[config.mk]
export PLATFORM = sky130hd
export DESIGN_NAME = gate_bist_ctrl_flat
export DESIGN_NICKNAME = d
export VERILOG_FILES = /design/src/rtl/gate_bist_pkg.sv /design/src/rtl/gate_bist_ctrl_if.sv /design/src/rtl/bist_settle_timer.sv /design/src/rtl/gate_bist_ctrl.sv /design/src/flat_wrapper.sv
export SDC_FILE = /design/constraint.sdc
export NUM_CORES = 1
export LEC_CHECK = 0
export ABC_AREA = 0
export BUFFER_PORTS_ARGS = -buffer_cell sky130_fd_sc_hd__buf_4
export CELL_PAD_IN_SITES_DETAIL_PLACEMENT = 0
export CELL_PAD_IN_SITES_GLOBAL_PLACEMENT = 2
export CORE_ASPECT_RATIO = 0.8
export CORE_UTILIZATION = 38
export DETAILED_ROUTE_END_ITERATION = 10
export MAX_ROUTING_LAYER = met4
export PLACE_DENSITY_LB_ADDON = 0.1
export SYNTH_ARGS = -nofsm -noshare
export SYNTH_HDL_FRONTEND = slang
export SYNTH_SLANG_ARGS = --single-unit
[constraint.sdc]
create_clock -name clk -period 4.3 [get_ports clk]
set_clock_uncertainty 0.05 [all_clocks]
set_input_delay 0 -clock clk [delete_from_list [all_inputs] [get_ports clk]]
set_output_delay 0 -clock clk [all_outputs]
set_load 0.005 [all_outputs]
[src/rtl/gate_bist_pkg.sv]
// Shared types and constants for the 2-input gate self-test sequencer.
// Holds the sequencer state enum, the reference truth tables for common gates,
// and a saturating increment helper used by the error counter.
package gate_bist_pkg;

  typedef enum logic [2:0] {
    ST_IDLE,
    ST_APPLY,
    ST_WAIT,
    ST_SAMPLE,
    ST_FINISH
  } state_t;

  // Expected y per input vector, bit index = {a,b}.
  localparam logic [3:0] TRUTH_NAND = 4'b0111;
  localparam logic [3:0] TRUTH_AND  = 4'b1000;
  localparam logic [3:0] TRUTH_OR   = 4'b1110;
  localparam logic [3:0] TRUTH_XOR  = 4'b0110;
  localparam logic [3:0] TRUTH_NOR  = 4'b0001;

  // Increment that sticks at all-ones instead of wrapping.
  function automatic logic [7:0] sat_inc8(input logic [7:0] val);
    return (val == 8'hFF) ? val : val + 8'd1;
  endfunction

endpackage

[src/rtl/gate_bist_ctrl_if.sv]
// Bundle between the control register block, the BIST sequencer and the gate under test.
// Ports: start/passes request in; busy/done/pass/fail_map/err_count status out;
// a/b stimulus to the gate and y back from it. slave = sequencer, master = control side + gate.
interface gate_bist_ctrl_if #(
  parameter int PASS_W = 8
);
  logic              start;
  logic [PASS_W-1:0] passes;
  logic              busy;
  logic              done;
  logic              pass;
  logic [3:0]        fail_map;
  logic [7:0]        err_count;
  logic              a;
  logic              b;
  logic              y;

  modport master (
    output start, passes, y,
    input  busy, done, pass, fail_map, err_count, a, b
  );

  modport slave (
    input  start, passes, y,
    output busy, done, pass, fail_map, err_count, a, b
  );
endinterface

[src/rtl/bist_settle_timer.sv]
// Loadable 4-bit down-counter timing the gate settle window.
// Ports: clk/rst_n; load with load_val; dec steps down (stops at 0);
// expired is high while the count sits at 1, i.e. during the last wait cycle.
module bist_settle_timer (
  input  logic       clk,
  input  logic       rst_n,
  input  logic       load,
  input  logic [3:0] load_val,
  input  logic       dec,
  output logic       expired
);

  logic [3:0] count;

  always_ff @(posedge clk or negedge rst_n) begin
    if (!rst_n) begin
      count <= 4'd0;
    end else if (load) begin
      count <= load_val;
    end else if (dec && (count != 4'd0)) begin
      count <= count - 4'd1;
    end
  end

  assign expired = (count == 4'd1);

endmodule

[src/rtl/gate_bist_ctrl.sv]
// Self-test sequencer for a 2-input combinational gate: sweeps {a,b} through 00,01,10,11
// for a programmable number of passes, samples y after a settle window, checks against TRUTH.
// Ports: clk, rst_n (async, active-low); bus (slave) carries start/passes, status and a/b/y.
module gate_bist_ctrl
  import gate_bist_pkg::*;
#(
  parameter logic [3:0] TRUTH  = TRUTH_NAND,
  parameter int         SETTLE = 2,   // legal 1..15
  parameter int         PASS_W = 8
) (
  input  logic            clk,
  input  logic            rst_n,
  gate_bist_ctrl_if.slave bus
);

  localparam logic [PASS_W-1:0] ONE      = PASS_W'(1);
  localparam logic [3:0]        SETTLE_V = 4'(SETTLE);

  state_t            state;
  state_t            state_nxt;

  logic [1:0]        vec;
  logic [PASS_W-1:0] sweep;
  logic [PASS_W-1:0] passes_q;
  logic [3:0]        fail_map_q;
  logic [7:0]        err_count_q;
  logic              pass_q;
  logic              a_q;
  logic              b_q;

  logic              timer_load;
  logic              timer_dec;
  logic              timer_expired;

  logic              miscompare;
  logic              last_vec;
  logic              last_sweep;
  logic [7:0]        err_nxt;

  bist_settle_timer u_settle_timer (
    .clk      (clk),
    .rst_n    (rst_n),
    .load     (timer_load),
    .load_val (SETTLE_V),
    .dec      (timer_dec),
    .expired  (timer_expired)
  );

  assign miscompare = (bus.y != TRUTH[vec]);
  assign last_vec   = (vec == 2'd3);
  // passes_q is never zero after accept, so passes_q - 1 cannot underflow.
  assign last_sweep = (sweep == passes_q - ONE);
  assign err_nxt    = miscompare ? sat_inc8(err_count_q) : err_count_q;

  // State register.
  always_ff @(posedge clk or negedge rst_n) begin
    if (!rst_n) begin
      state <= ST_IDLE;
    end else begin
      state <= state_nxt;
    end
  end

  // Next-state and control decode.
  always_comb begin
    state_nxt  = state;
    timer_load = 1'b0;
    timer_dec  = 1'b0;
    case (state)
      ST_IDLE: begin
        if (bus.start) state_nxt = ST_APPLY;
      end
      ST_APPLY: begin
        timer_load = 1'b1;
        state_nxt  = ST_WAIT;
      end
      ST_WAIT: begin
        timer_dec = 1'b1;
        if (timer_expired) state_nxt = ST_SAMPLE;
      end
      ST_SAMPLE: begin
        if (last_vec && last_sweep) state_nxt = ST_FINISH;
        else                        state_nxt = ST_APPLY;
      end
      ST_FINISH: begin
        state_nxt = ST_IDLE;
      end
      default: begin
        state_nxt = ST_IDLE;
      end
    endcase
  end

  // Run datapath: vector/sweep indices, stimulus, and result accumulation.
  always_ff @(posedge clk or negedge rst_n) begin
    if (!rst_n) begin
      vec         <= 2'd0;
      sweep       <= '0;
      passes_q    <= '0;
      fail_map_q  <= 4'd0;
      err_count_q <= 8'd0;
      pass_q      <= 1'b0;
      a_q         <= 1'b0;
      b_q         <= 1'b0;
    end else begin
      case (state)
        ST_IDLE: begin
          if (bus.start) begin
            passes_q    <= (bus.passes == '0) ? ONE : bus.passes;
            fail_map_q  <= 4'd0;
            err_count_q <= 8'd0;
            pass_q      <= 1'b0;
            vec         <= 2'd0;
            sweep       <= '0;
          end
        end
        ST_APPLY: begin
          {a_q, b_q} <= vec;
        end
        ST_SAMPLE: begin
          if (miscompare) fail_map_q[vec] <= 1'b1;
          err_count_q <= err_nxt;
          if (last_vec && last_sweep) begin
            // Resolve the verdict here, including this final sample, so pass
            // is already valid in the FINISH cycle alongside done.
            pass_q <= (err_nxt == 8'd0);
          end else if (last_vec) begin
            vec   <= 2'd0;
            sweep <= sweep + ONE;
          end else begin
            vec <= vec + 2'd1;
          end
        end
        default: begin
        end
      endcase
    end
  end

  assign bus.busy      = (state == ST_APPLY) || (state == ST_WAIT) || (state == ST_SAMPLE);
  assign bus.done      = (state == ST_FINISH);
  assign bus.pass      = pass_q;
  assign bus.fail_map  = fail_map_q;
  assign bus.err_count = err_count_q;
  assign bus.a         = a_q;
  assign bus.b         = b_q;

endmodule

[src/flat_wrapper.sv]
// flat-port wrapper written by rule: the top's interface ports become plain ports
module gate_bist_ctrl_flat import gate_bist_pkg::*;
#(
  parameter logic [3:0] TRUTH  = TRUTH_NAND,
  parameter int         SETTLE = 2,                 
  parameter int         PASS_W = 8
)
  (clk, rst_n, bus_start, bus_passes, bus_y, bus_busy, bus_done, bus_pass, bus_fail_map, bus_err_count, bus_a, bus_b);
  gate_bist_ctrl_if #(.PASS_W(PASS_W)) bus_i ();
  input  logic clk;
  input  logic rst_n;
  input wire logic [$bits(bus_i.start)-1:0] bus_start;
  input wire logic [$bits(bus_i.passes)-1:0] bus_passes;
  input wire logic [$bits(bus_i.y)-1:0] bus_y;
  output wire logic [$bits(bus_i.busy)-1:0] bus_busy;
  output wire logic [$bits(bus_i.done)-1:0] bus_done;
  output wire logic [$bits(bus_i.pass)-1:0] bus_pass;
  output wire logic [$bits(bus_i.fail_map)-1:0] bus_fail_map;
  output wire logic [$bits(bus_i.err_count)-1:0] bus_err_count;
  output wire logic [$bits(bus_i.a)-1:0] bus_a;
  output wire logic [$bits(bus_i.b)-1:0] bus_b;
  assign bus_i.start = bus_start;
  assign bus_i.passes = bus_passes;
  assign bus_i.y = bus_y;
  assign bus_busy = bus_i.busy;
  assign bus_done = bus_i.done;
  assign bus_pass = bus_i.pass;
  assign bus_fail_map = bus_i.fail_map;
  assign bus_err_count = bus_i.err_count;
  assign bus_a = bus_i.a;
  assign bus_b = bus_i.b;
  gate_bist_ctrl #(.TRUTH(TRUTH), .SETTLE(SETTLE), .PASS_W(PASS_W)) u_core (.clk(clk), .rst_n(rst_n), .bus(bus_i));
endmodule
Word level (Yosys, flattened, before mapping)
Cells that the tools add are included.

cells by class
  $add $sub $neg = 5
  bitwise operators = 1
  magnitude comparators = 2
  reduce and logical (&&, ||, !) cells = 18
  muxes and demuxes = 30
  equality and inequality tests = 15

operators with widths
  kind                 number
  $mux 8               6
  $pmux 8 s2           2
  $add 8x1->8 const B  2
  $logic_not 8->1      2
  $mux 4               4
  $pmux 3 s4           1
  $mux 3               3
  $reduce_and 3->1     3
  $eq 8x8->1           1
  $eq 8x8->1 const B   1
  $ne 2x1->1 const B   4
  $pmux 4 s2           1
  $sub 8x1->8 const B  1
  $eq 3x2->1 const B   2
  $mux 1               6
  $mux 2               3
  $reduce_and 2->1     3
  $eq 4x1->1 const B   1
  $ne 2x2->1 const B   2
  $or 4x4->4           1
  $pmux 2 s2           1
  $reduce_and 4->1     1
  $reduce_bool 2->1    2
  $reduce_bool 4->1    1
  14 further kinds     17

word-level totals
  register bits = 40
  bits of input ports = 12

Logic depth before layout (Yosys ltp)
Gate-level depths: netlist of run 1.

  word-level depth = 7
  depth in mapped cells = 9
  mapped depth without buffers = 8

Cells and area by module
A second synthesis of run 1 with hierarchy kept.

second synthesis, totals
  cells, all modules = 282
  area total of the unflattened synthesis = 2,486.1 µm²

modules (own cells, without submodules)
  module             instances  cells an instance  area each (µm²)
  gate_bist_ctrl     1          253                2,203.4
  bist_settle_timer  1          29                 282.8

Least setup slack after synthesis of run 1
Ideal clock, no wire load.

  path kind = flip-flop to flip-flop
  from = register u_core.vec[0]
  to = register u_core.pass_q, in the netlist u_core.bus.pass
  setup time = 65 ps
  arrival time = 2,162 ps
  required time = 4,185 ps
  period minus slack after synthesis = 2,278 ps
  slack = 2,022 ps
  buffers on the path = 0
  stages on the path, launching flop included = 8
  cells stage by stage = dfrtp_1 > ha_1 > xor2_1 > nor4_1 > mux2_2 > a2111oi_2 > a21oi_1 > o21ba_1

between the ends
  word-level cells in the longest chain between the ends = 7
  elaborated cells on any way between the ends = 11
  those cells by class = 3 x eq/ne; 5 x mux; 3 x reduce/logical

RTL lines
  element                       RTL line               text
  from (decl)                   gate_bist_ctrl.sv:22   logic [1:0] vec;
  from (signal assigned)        gate_bist_ctrl.sv:131  vec <= vec + 2'd1;
  $bmux 1 s2                    gate_bist_ctrl.sv:49   assign miscompare = (bus.y != TRUTH[vec]);
  $mux 1 (not written as such)  gate_bist_ctrl.sv:49
  $ne 1x1->1                    gate_bist_ctrl.sv:49
  $mux 8                        gate_bist_ctrl.sv:53   assign err_nxt = miscompare ? sat_inc8(err_count_q) : err_count_q;
  $logic_not 8->1               gate_bist_ctrl.sv:126  pass_q <= (err_nxt == 8'd0);
  $mux 1                        gate_bist_ctrl.sv:123  if (last_vec && last_sweep) begin
  $pmux 1 s2                    gate_bist_ctrl.sv:106  case (state)
  to (signal assigned)          gate_bist_ctrl.sv:126
  to (decl)                     gate_bist_ctrl.sv:27   logic pass_q;

Parallel ways exist; a longest one is shown, timed or not. The select of a mux whose other input is x is not followed.
A chain may end at the register's enable or synchronous reset.

Worst setup path after layout of run 1
Same ends and word-level chain as after synthesis.

==> impl_metrics.yaml, run 1 <==
routing:
  avgRoutedWirePerCell_um: 14.2
  drc_errors: 0
  detail_route.iter0.violations: 115
  antenna_left: 0
  dr.pass1.iters: 4
  routed_wl_mm: 5.50
  vias: 2016
  viasPerCell: 5.21
final_layout:
  layout.nets: 328
  syn2layout_area_growth_pct: 19.8
  drive_above_1_share_pct: 15.4
  nFillCells: 580
  seqCellArea_um2: 1000
  multi_input_area_um2: 1310
  num_antenna_cells: 0
setup_path:
  r2r_start: "u_core.vec[0]$_DFFE_PN0P_"
  crit_chain: "ha_1 -> xor2_1 -> nor4_1 -> mux2_2 -> a2111oi_2 -> a21oi_1 -> o21ba_1"
  crit_path_end_kind: "register"
  critPathMaxStageDelay_ns: 0.53
  crit_family: "compound AO/OA/AOI/OAI gates"
  worstPathMaxFanout: 11
  crit_buf_inv: 0
  arrival_ns: 2.87
  cp-startpoint: "u_core.vec[0]$_DFFE_PN0P_"
  slowest_stage: "nor4_1"
  startpoint_type: "register"
  cp.required_ns: 4.48
  worstSetupPathType: "register to register"
grt:
  grt_pass1_wl_mm: 9.36
  grt.total_usage_pct: 18.7
  antenna_found_initial: 0
  grt_max_degree: 41
  grt-ovfl-total: 0
  grt_pass1_vias: 1886
synth:
  synth_fp_nets: 290
  ys_seq_area_share_pct: 41.9
  yosys_most_used_dff: "dfrtp_1"
  yosysWarnings: 0
  syn_inst: 268
  syn_area_um2: 2390
  synth_edf_count: 0
  yosysMostFrequentCell: "dfrtp_1"
  syn_avg_cell_area_um2: 8.92
  ys_ff_latch: 40
  synth_top_area_cell: "dfrtp_1"
  yosys-top-cells-area: "dfrtp_1 42%, nand2_1 6.0%, ha_1 5.2%"
  synth.top_cell.area_share_pct: 41.9
  netlist_top_cells_count: "40 x dfrtp_1, 38 x nand2_1, 25 x nor2_1"
  ys_types: 50
  async_flop_share_pct: 100
worst_hold_path:
  min_from: "bus_start"
  hp-class: "primary input to register"
power:
  p_total_mw: 1.46
  p_clk_share_pct: 16.3
  power_leakage_nw: 1.29
  power.density_nw_per_um2: 508
  pwr-share-comb_pct: 42.6
  p_seq_share_pct: 41.1
  p_int_mw: 0.870
  total_switching_power_mw: 0.586
  peakVddDrop_mv: 0.158
  switching_share_pct: 40.3
timing:
  maxSlewViolCount: 0
  period_share_pct: 62.5
  tightestPinTransition_ns: 0.774
  setup_violations: 0
  setup-tns-final_ns: 0
  rsz0062_at_grt: "no"
  fmax_ghz: 0.372
  fin_crit_ns: 2.69
  hold_viol: 0
  slew_headroom_pct: 48.2
floorplan:
  die_w_um: 90.7
  fp.dieH_um: 72.9
  core_area_um2: 5970
  die_area_um2: 6610
  num_rows: 25
  io_pins: 29
  initial_utilization_pct: 40.0
cts:
  cts_buffer_depth: 2
  cts_tree: "done"
  clkLatencyLatePin_ns: 0.29
  htree_levels: 2
  cts_made_buffers: 5
  post-cts-setup-buffers: 0
  clock-sinks: 40
  cts-root-buf: "clkbuf_8"
  path_clk_slew_ns: 0.08
run_status:
  status: "finished, final reports clean"
flow_run:
  maxCapViolations: 0
placement:
  port_buffers: 28
  place_hpwl_mm: 3.85
  place.gp.congestion: 0.762
==> power by group through the flow <==
stage          Clock [mW]  Sequential [mW]  Combinational (mW)
2_1_floorplan           0            0.564               0.462
3_3_place_gp            0            0.607               0.618
3_5_place_dp            0            0.608               0.617
4_1_cts             0.249            0.600               0.627
5_1_grt             0.263            0.617               0.714
6_report            0.238            0.598               0.620
==> final timing paths <==
check                                                      to  slack [ns]  cells past startpoint
max in group asynchronous      u_core.passes_q[3]$_DFFE_PN0P_        3.66                      2
hold reg to reg            u_core.bus.fail_map[1]$_DFFE_PN0P_        0.45                      2
setup / recovery                  u_core.bus.pass$_DFFE_PN0P_        1.61                      7
hold / removal                    u_core.state[0]$_DFFE_PN0P_        0.10                      4
min in group asynchronous         u_core.sweep[4]$_DFFE_PN0P_        0.17                      2
setup reg to reg                  u_core.bus.pass$_DFFE_PN0P_        1.61                      7
==> final cells by class <==
type	count	share of cell area [%]
clock buffer	6	2.53
clock inverter	1	0.175
inverter	12	1.57
multi-input combinational	207	45.9
sequential	40	34.9
tap	81	3.54
timing repair buffer	40	11.4
==> cell families after synthesis <==
family	after synthesis	synth area share, %
buf+inv	21	3.40
compound gates	60	16.9
xor+xnor	14	5.13
simple gates	115	24.0
flops	40	41.9
fa+ha+maj	10	5.24
mux	8	3.51
==> sequential cells by signal, summed over array words and instances (netlist names) <==
register	count
u_core.bus.pass	1
u_core.sweep	8
u_core.u_settle_timer.count	4
u_core.bus.b	1
u_core.passes_q	8
u_core.bus.fail_map	4
u_core.bus.a	1
u_core.vec	2
u_core.state	3
u_core.bus.err_count	8
==> layout by cell type, fill, tap and decap left out, drive strengths merged, types with 4 or more instances in the layout <==
cell type     n
o21ai        20
mux2i         5
dlygate4sd3  10
xnor2         8
xor2          6
nand3        10
nor4          4
a21oi        16
clkbuf        6
buf          30
nand2        38
inv          12
nor2         25
or4           5
dfrtp        40
nor3          8
ha           10
==> worst reg2reg max path, stage by stage (launching register included) <==
cell       delay [ns]
dfrtp_1          0.42
ha_1             0.30
xor2_1           0.31
nor4_1           0.54
mux2_2           0.40
a2111oi_2        0.29
a21oi_1          0.11
o21ba_1          0.21
==> through the flow <==
step           instance area [um2]  hold slack [ns]  worst slack (ns)  instances  util, %
6_report                      2860            0.102              1.61        387     47.9
3_3_place_gp                  2690          -0.0294              1.73        370     45.0
3_5_place_dp                  2690          -0.0298              1.66        370     45.0
5_1_grt                       2860            0.132              1.36        387     47.9
4_1_cts                       2860           0.0986              1.63        387     47.9
2_1_floorplan                 2390           -0.346              2.02        268        -
==> routing by layer <==
metal	up-vias	track usage, %	part of all wire [%]	wire, um
li1	1031	-	-	-
met1	945	27.3	54	2970
met3	4	3.44	3.1	168
met4	0	4.12	0.56	31
met2	36	26.8	42	2330
met5	-	-	0	0
==> what timing repair did <==
item / in CTS / in global routing
hold endpoints to repair: 49 / 0
setup endpoints to repair: 0 / 0
hold buffers: 10 / 0
resized for setup: 0 / 0
Note: power is estimated with default switching activity, not from simulation.
==> run 2, diff against run 1 <==
- CORE_UTILIZATION: 38 -> 32
- clock period: 4.3 -> 2.32 ns (I/O delays scaled with it)
==> run 2 against run 1 <==
Non-clock buffer count rose by 28. First-iteration DRC count is 21% lower. Maximum frequency grew 20%. Clock power increased to 2.8 times the previous value. Global-route usage is 0.33 points lower. Sequential share of layout area fell by 4.4 points. Setup slack worse by 1.5 ns. Sequential power is 76% higher. Die area grew 18%. Combinational power up 150%. Cell count up 9.0%. Critical endpoint unchanged. Highest routed layer unchanged.
==> impl_metrics.yaml, run 2 (synthesized netlist as in run 1, its figures left out) <==
setup_path:
  worstPathMaxFanout: 7
  startpoint_type: "register"
  cp.required_ns: 2.50
  arrival_ns: 2.42
  rrSetupSlack_ns: 0.08
  worstSetupPathType: "register to register"
  crit_path_end_kind: "register"
routing:
  avgRoutedWirePerCell_um: 15.5
  detail_route.iter0.violations: 91
  routed_wl_mm: 6.53
  drc_errors: 0
  dr.pass1.iters: 4
  vias: 2184
  viasPerCell: 5.18
  antenna_left: 0
timing:
  maxSlewViolCount: 0
  period_share_pct: 96.6
  fmax_ghz: 0.446
  slew_headroom_pct: 60.6
  fin_hold_ws_ns: 0.125
  fin_crit_ns: 2.24
  tightestPinTransition_ns: 0.590
  hold_viol: 0
  setup_violations: 0
final_layout:
  num_antenna_cells: 0
  layout.cells.most_common_list: "57 x buf_4, 40 x dfrtp_1, 38 x nand2_1"
  nFillCells: 692
  final_cells: 422
  drive_above_1_share_pct: 26.9
  syn2layout_area_growth_pct: 37.1
  layout_commonest_cell: "buf_4"
  layout.nets: 357
  final_cell_area_um2: 3280
  final_util_pct: 46.4
cts:
  clock-sinks: 40
  cts_tree: "done"
  path_clk_slew_ns: 0.08
  cts_made_buffers: 5
  cts-root-buf: "clkbuf_8"
  cts_buffer_depth: 2
  clkLatencyLatePin_ns: 0.29
  post-cts-setup-buffers: 0
  htree_levels: 2
floorplan:
  initial_utilization_pct: 33.8
  fp.dieH_um: 79.3
  num_rows: 27
  die_area_um2: 7820
  io_pins: 29
  die_w_um: 98.6
  core_area_um2: 7060
grt:
  grt.total_usage_pct: 18.3
  grt_pass1_vias: 2078
  antenna_found_initial: 0
  grt_pass1_wl_mm: 10.7
  grt_max_degree: 41
  grt-ovfl-total: 0
placement:
  port_buffers: 28
  place_hpwl_mm: 4.41
  placed_area_um2: 2920
  placedCellCount: 404
  place.gp.congestion: 0.803
power:
  power_leakage_nw: 1.48
  peakVddDrop_mv: 0.416
  power.density_nw_per_um2: 991
run_status:
  status: "finished, final reports clean"
flow_run:
  maxCapViolations: 0
worst_hold_path:
  hp-class: "primary input to register"
## run 2: cell types whose count changed in the layout (fill, tap and decap cells not counted), sizes merged
cell	previous run	this run
bufinv	0	2
clkbuf	6	5
clkinv	1	0
o211a	1	2
buf	30	58
## run 2: what timing repair did
| action | CTS | global route |
|---|---|---|
| hold endpoints to repair | 49 | 0 |
| endpoints found under the setup margin | 2 | 7 |
| gates cloned | 0 | 1 |
| gates resized for setup | 6 | 15 |
| pin swaps | 2 | 6 |
| hold buffers | 10 | 0 |
## run 2: layer usage
layer	vias up	track usage, %	wire length [um]
met5	-	-	0
met4	0	4.03	85
li1	1092	-	-
met2	50	26.8	2750
met3	9	3.43	350
met1	1033	26.3	3340
## run 2: area by class of cell
type | count | area (um2) | share of cell area (%)
inverters | 12 | 45.0 | 1.37
repair buffers | 68 | 548 | 16.7
flip-flops and latches | 40 | 1000 | 30.5
clock inverters | 2 | 60.1 | 1.83
multi-input cells | 208 | 1450 | 44.1
well taps | 87 | 109 | 3.32
clock buffers | 5 | 68.8 | 2.10
## run 2: per-stage QoR
step / power (mW) / TNS (ns) / setup slack [ns]
2_1_floorplan: 1.90 / 0 / 0.0424
3_3_place_gp: 2.48 / 0 / 0.0219
3_5_place_dp: 2.48 / -0.0218 / -0.0137
4_1_cts: 3.18 / 0 / 0.0281
5_1_grt: 3.55 / -0.0142 / -0.00636
6_report: 3.25 / 0 / 0.0785
## run 2: critical path, stage by stage, from the launching register on
cell,delay [ns]
dfrtp_1,0.42
ha_4,0.19
xor2_4,0.21
buf_12,0.15
a2111oi_2,0.27
o21ai_1,0.17
a2111oi_4,0.40
a21oi_1,0.11
o21ba_1,0.21
## run 2: power breakdown
part | switching, mW | leakage [nW] | total [mW] | internal, mW
registers | 0.168 | 0.529 | 1.05 | 0.881
logic | 0.802 | 0.883 | 1.53 | 0.725
clock network | 0.247 | 0.0642 | 0.671 | 0.424
## run 2: path summary, 6_finish.rpt
kind                       cells after the start                               start                                   to
max                                            8           u_core.vec[1]$_DFFE_PN0P_          u_core.bus.pass$_DFFE_PN0P_
min                                            4                           bus_start          u_core.state[0]$_DFFE_PN0P_
max reg2reg                                    8           u_core.vec[1]$_DFFE_PN0P_          u_core.bus.pass$_DFFE_PN0P_
min reg2reg                                    2  u_core.bus.fail_map[1]$_DFFE_PN0P_   u_core.bus.fail_map[1]$_DFFE_PN0P_
max in group asynchronous                      2                               rst_n  u_core.bus.err_count[0]$_DFFE_PN0P_
min in group asynchronous                      2                               rst_n       u_core.passes_q[0]$_DFFE_PN0P_
==> run 3, diff against run 2 <==
- SYNTH_HIERARCHICAL: unset -> 1
==> run 3 against run 2 <==
The flow now finishes with violations (negative setup slack). Routed wire length is 0.96% lower. Final area up 0.57%. Sequential power barely moved. Synthesized cell count rose by 5.2%. Total power down 2.1%. Via count is 3.0% higher. Register-to-register slack lost 0.35 ns. Non-clock buffer count increased by 1. First-iteration DRC count is 5.5% lower. Clock power decreased by 24%. Critical endpoint is now u_core/sweep[2]$_DFFE_PN0P_. Largest power group unchanged.
==> impl_metrics.yaml, run 3 <==
setup_path:
  crit_family: "simple AND/OR/NAND/NOR gates"
  arrival_ns: 2.74
  crit_path_end_kind: "register"
  ff2ff_path_depth: 10
  crit_buf_inv: 2
  r2r_start: "u_core/passes_q[1]$_DFFE_PN0P_"
  slowest_stage: "or4_4"
  r2r-end: "u_core/sweep[2]$_DFFE_PN0P_"
  startpoint_type: "register"
  rrSetupSlack_ns: -0.27
  crit_chain: "inv_2 -> ha_4 -> or3b_4 -> or4_4 -> a211oi_2 -> a21boi_4 -> buf_6 -> a31oi_4 -> and3_1 -> o21a_1"
  cp.required_ns: 2.47
  worstPathMaxFanout: 3
  critPathMaxStageDelay_ns: 0.43
  worstSetupPathType: "register to register"
routing:
  top_layer_used: "met4"
  viasPerCell: 4.93
  wl_met1_mm: 3.51
  route.met3.wl_um: 125
  avgRoutedWirePerCell_um: 14.2
  drc_errors: 0
  vias: 2249
  dr.pass1.iters: 4
  detail_route.iter0.violations: 86
  routed_wl_mm: 6.47
  wl_met2_mm: 2.79
  antenna_left: 0
timing:
  setup_violations: 12
  hold_viol: 0
  tightestPinTransition_ns: 0.558
  rsz0062_at_grt: "yes"
  slew_headroom_pct: 62.8
  fin_hold_ws_ns: 0.169
  fin_crit_ns: 2.59
  maxSlewViolCount: 0
  period_share_pct: 112
  fmax_ghz: 0.386
  setup_ws_ns: -0.270
run_status:
  status: "finished, violations left"
  violations: "negative setup slack"
cts:
  cts_buffer_depth: 2
  cts_made_buffers: 5
  clock-sinks: 40
  cts-root-buf: "clkbuf_8"
  path_clk_slew_ns: 0.09
  clkLatencyLatePin_ns: 0.30
  cts_tree: "done"
  htree_levels: 2
synth:
  syn_avg_cell_area_um2: 8.82
  synth_edf_count: 0
  yosysMostFrequentCell: "nand2_1"
  netlist_top_cells_count: "47 x nand2_1, 40 x dfrtp_1, 21 x nor2_1"
  yosysWarnings: 6
  yosys-top-cells-area: "dfrtp_1 40%, nand2_1 7.1%, ha_1 4.5%"
  syn_area_um2: 2490
  async_flop_share_pct: 100
  synth_top_area_cell: "dfrtp_1"
  synth.top_cell.area_share_pct: 40.3
  syn_inst: 282
  ys_ff_latch: 40
  ys_types: 49
  ys_seq_area_share_pct: 40.3
  yosys_most_used_dff: "dfrtp_1"
worst_hold_path:
  hp-class: "primary input to async pin"
flow_run:
  maxCapViolations: 0
grt:
  grt_max_degree: 41
  grt_pass1_wl_mm: 10.8
  grt-ovfl-total: 0
  grt_pass1_vias: 2113
  antenna_found_initial: 0
  grt.total_usage_pct: 17.7
placement:
  place.gp.congestion: 0.778
  place_hpwl_mm: 4.40
  port_buffers: 28
power:
  power_leakage_nw: 1.49
  peakVddDrop_mv: 0.385
  power.density_nw_per_um2: 964
floorplan:
  num_rows: 28
  io_pins: 29
  initial_utilization_pct: 33.3
  core_area_um2: 7460
  fp.dieH_um: 80.8
  die_area_um2: 8130
  die_w_um: 101
final_layout:
  syn2layout_area_growth_pct: 32.6
  layout.cells.most_common_list: "56 x buf_4, 45 x nand2_1, 40 x dfrtp_1"
  num_antenna_cells: 0
  layout_commonest_cell: "buf_4"
  final_util_pct: 44.2
  drive_above_1_share_pct: 25.6
  layout.nets: 371
run 3: how the worst max path moves through the flow:
stage                                        start                           to  slack, ns  cells after the start
floorplan           u_core/passes_q[0]$_DFFE_PN0P_  u_core/sweep[4]$_DFFE_PN0P_      -0.19                     10
global placement    u_core/passes_q[1]$_DFFE_PN0P_  u_core/bus.pass$_DFFE_PN0P_      -0.27                      9
detailed placement  u_core/passes_q[1]$_DFFE_PN0P_  u_core/bus.pass$_DFFE_PN0P_      -0.34                      9
CTS                 u_core/passes_q[1]$_DFFE_PN0P_  u_core/bus.pass$_DFFE_PN0P_      -0.25                      9
global route        u_core/passes_q[1]$_DFFE_PN0P_  u_core/bus.pass$_DFFE_PN0P_      -0.41                      9
finish              u_core/passes_q[1]$_DFFE_PN0P_  u_core/sweep[2]$_DFFE_PN0P_      -0.27                     10
run 3: per-layer routing:
layer,vias up,GRT usage [%]
met5,-,-
li1,1135,-
met2,18,26.0
met1,1091,25.3
met4,0,3.91
met3,5,3.10
run 3: cells by family after synthesis:
kind of cell	Yosys count	share of synthesized area, %
muxes	7	2.97
and+or+nand+nor	133	28.0
other	2	0.302
xor gates and xnor gates	11	3.88
AOI/OAI and AO/OA	57	16.1
adders and majority gates	9	4.53
buffers and inverters	23	3.93
DFF	40	40.3
run 3: area by class of cell:
type                       instances  area, um2
clock inverter                     2       15.0
multi-input combinational        222       1470
inverter                          12       45.0
clock buffer                       6       82.6
tap                              105        131
fill                             752       4170
sequential                        40       1000
timing repair buffer              69        554
run 3: worst register-to-register path: stages (launching register included):
cell and delay (ns):
dfrtp_1 0.39, inv_2 0.09, ha_4 0.13, or3b_4 0.37, or4_4 0.43, a211oi_2 0.22, a21boi_4 0.27, buf_6 0.14
a31oi_4 0.09, and3_1 0.17, o21a_1 0.16
run 3: timing repair:
action | 4_1_cts | 5_1_grt
setup buffers | 5 | 1
gates cloned | 1 | 0
setup endpoints to repair | 12 | 12
hold buffers | 10 | 0
endpoints found under the hold margin | 49 | 0
pin swaps | 5 | 0
gates resized for setup | 14 | 2
run 3: power breakdown:
part | switching, mW | leakage, nW | internal, mW | total [mW]
Combinational | 0.851 | 0.916 | 0.766 | 1.62
Sequential | 0.163 | 0.530 | 0.891 | 1.05
Clock | 0.266 | 0.0434 | 0.241 | 0.508
Total | 1.28 | 1.49 | 1.90 | 3.18
run 3: metrics by stage:
| stage | TNS (ns) | setup WS (ns) | std cells | power, mW | area (um2) |
|---|---|---|---|---|---|
| after floorplan | -1.36 | -0.185 | 284 | 1.95 | 2500 |
| after global placement | -2.18 | -0.271 | 431 | 2.54 | 2980 |
| after detailed placement | -3.00 | -0.341 | 431 | 2.54 | 2980 |
| after CTS | -2.49 | -0.246 | 455 | 3.18 | 3280 |
| after global routing | -4.34 | -0.408 | 456 | 3.47 | 3300 |
| final | -2.80 | -0.270 | 456 | 3.18 | 3300 |
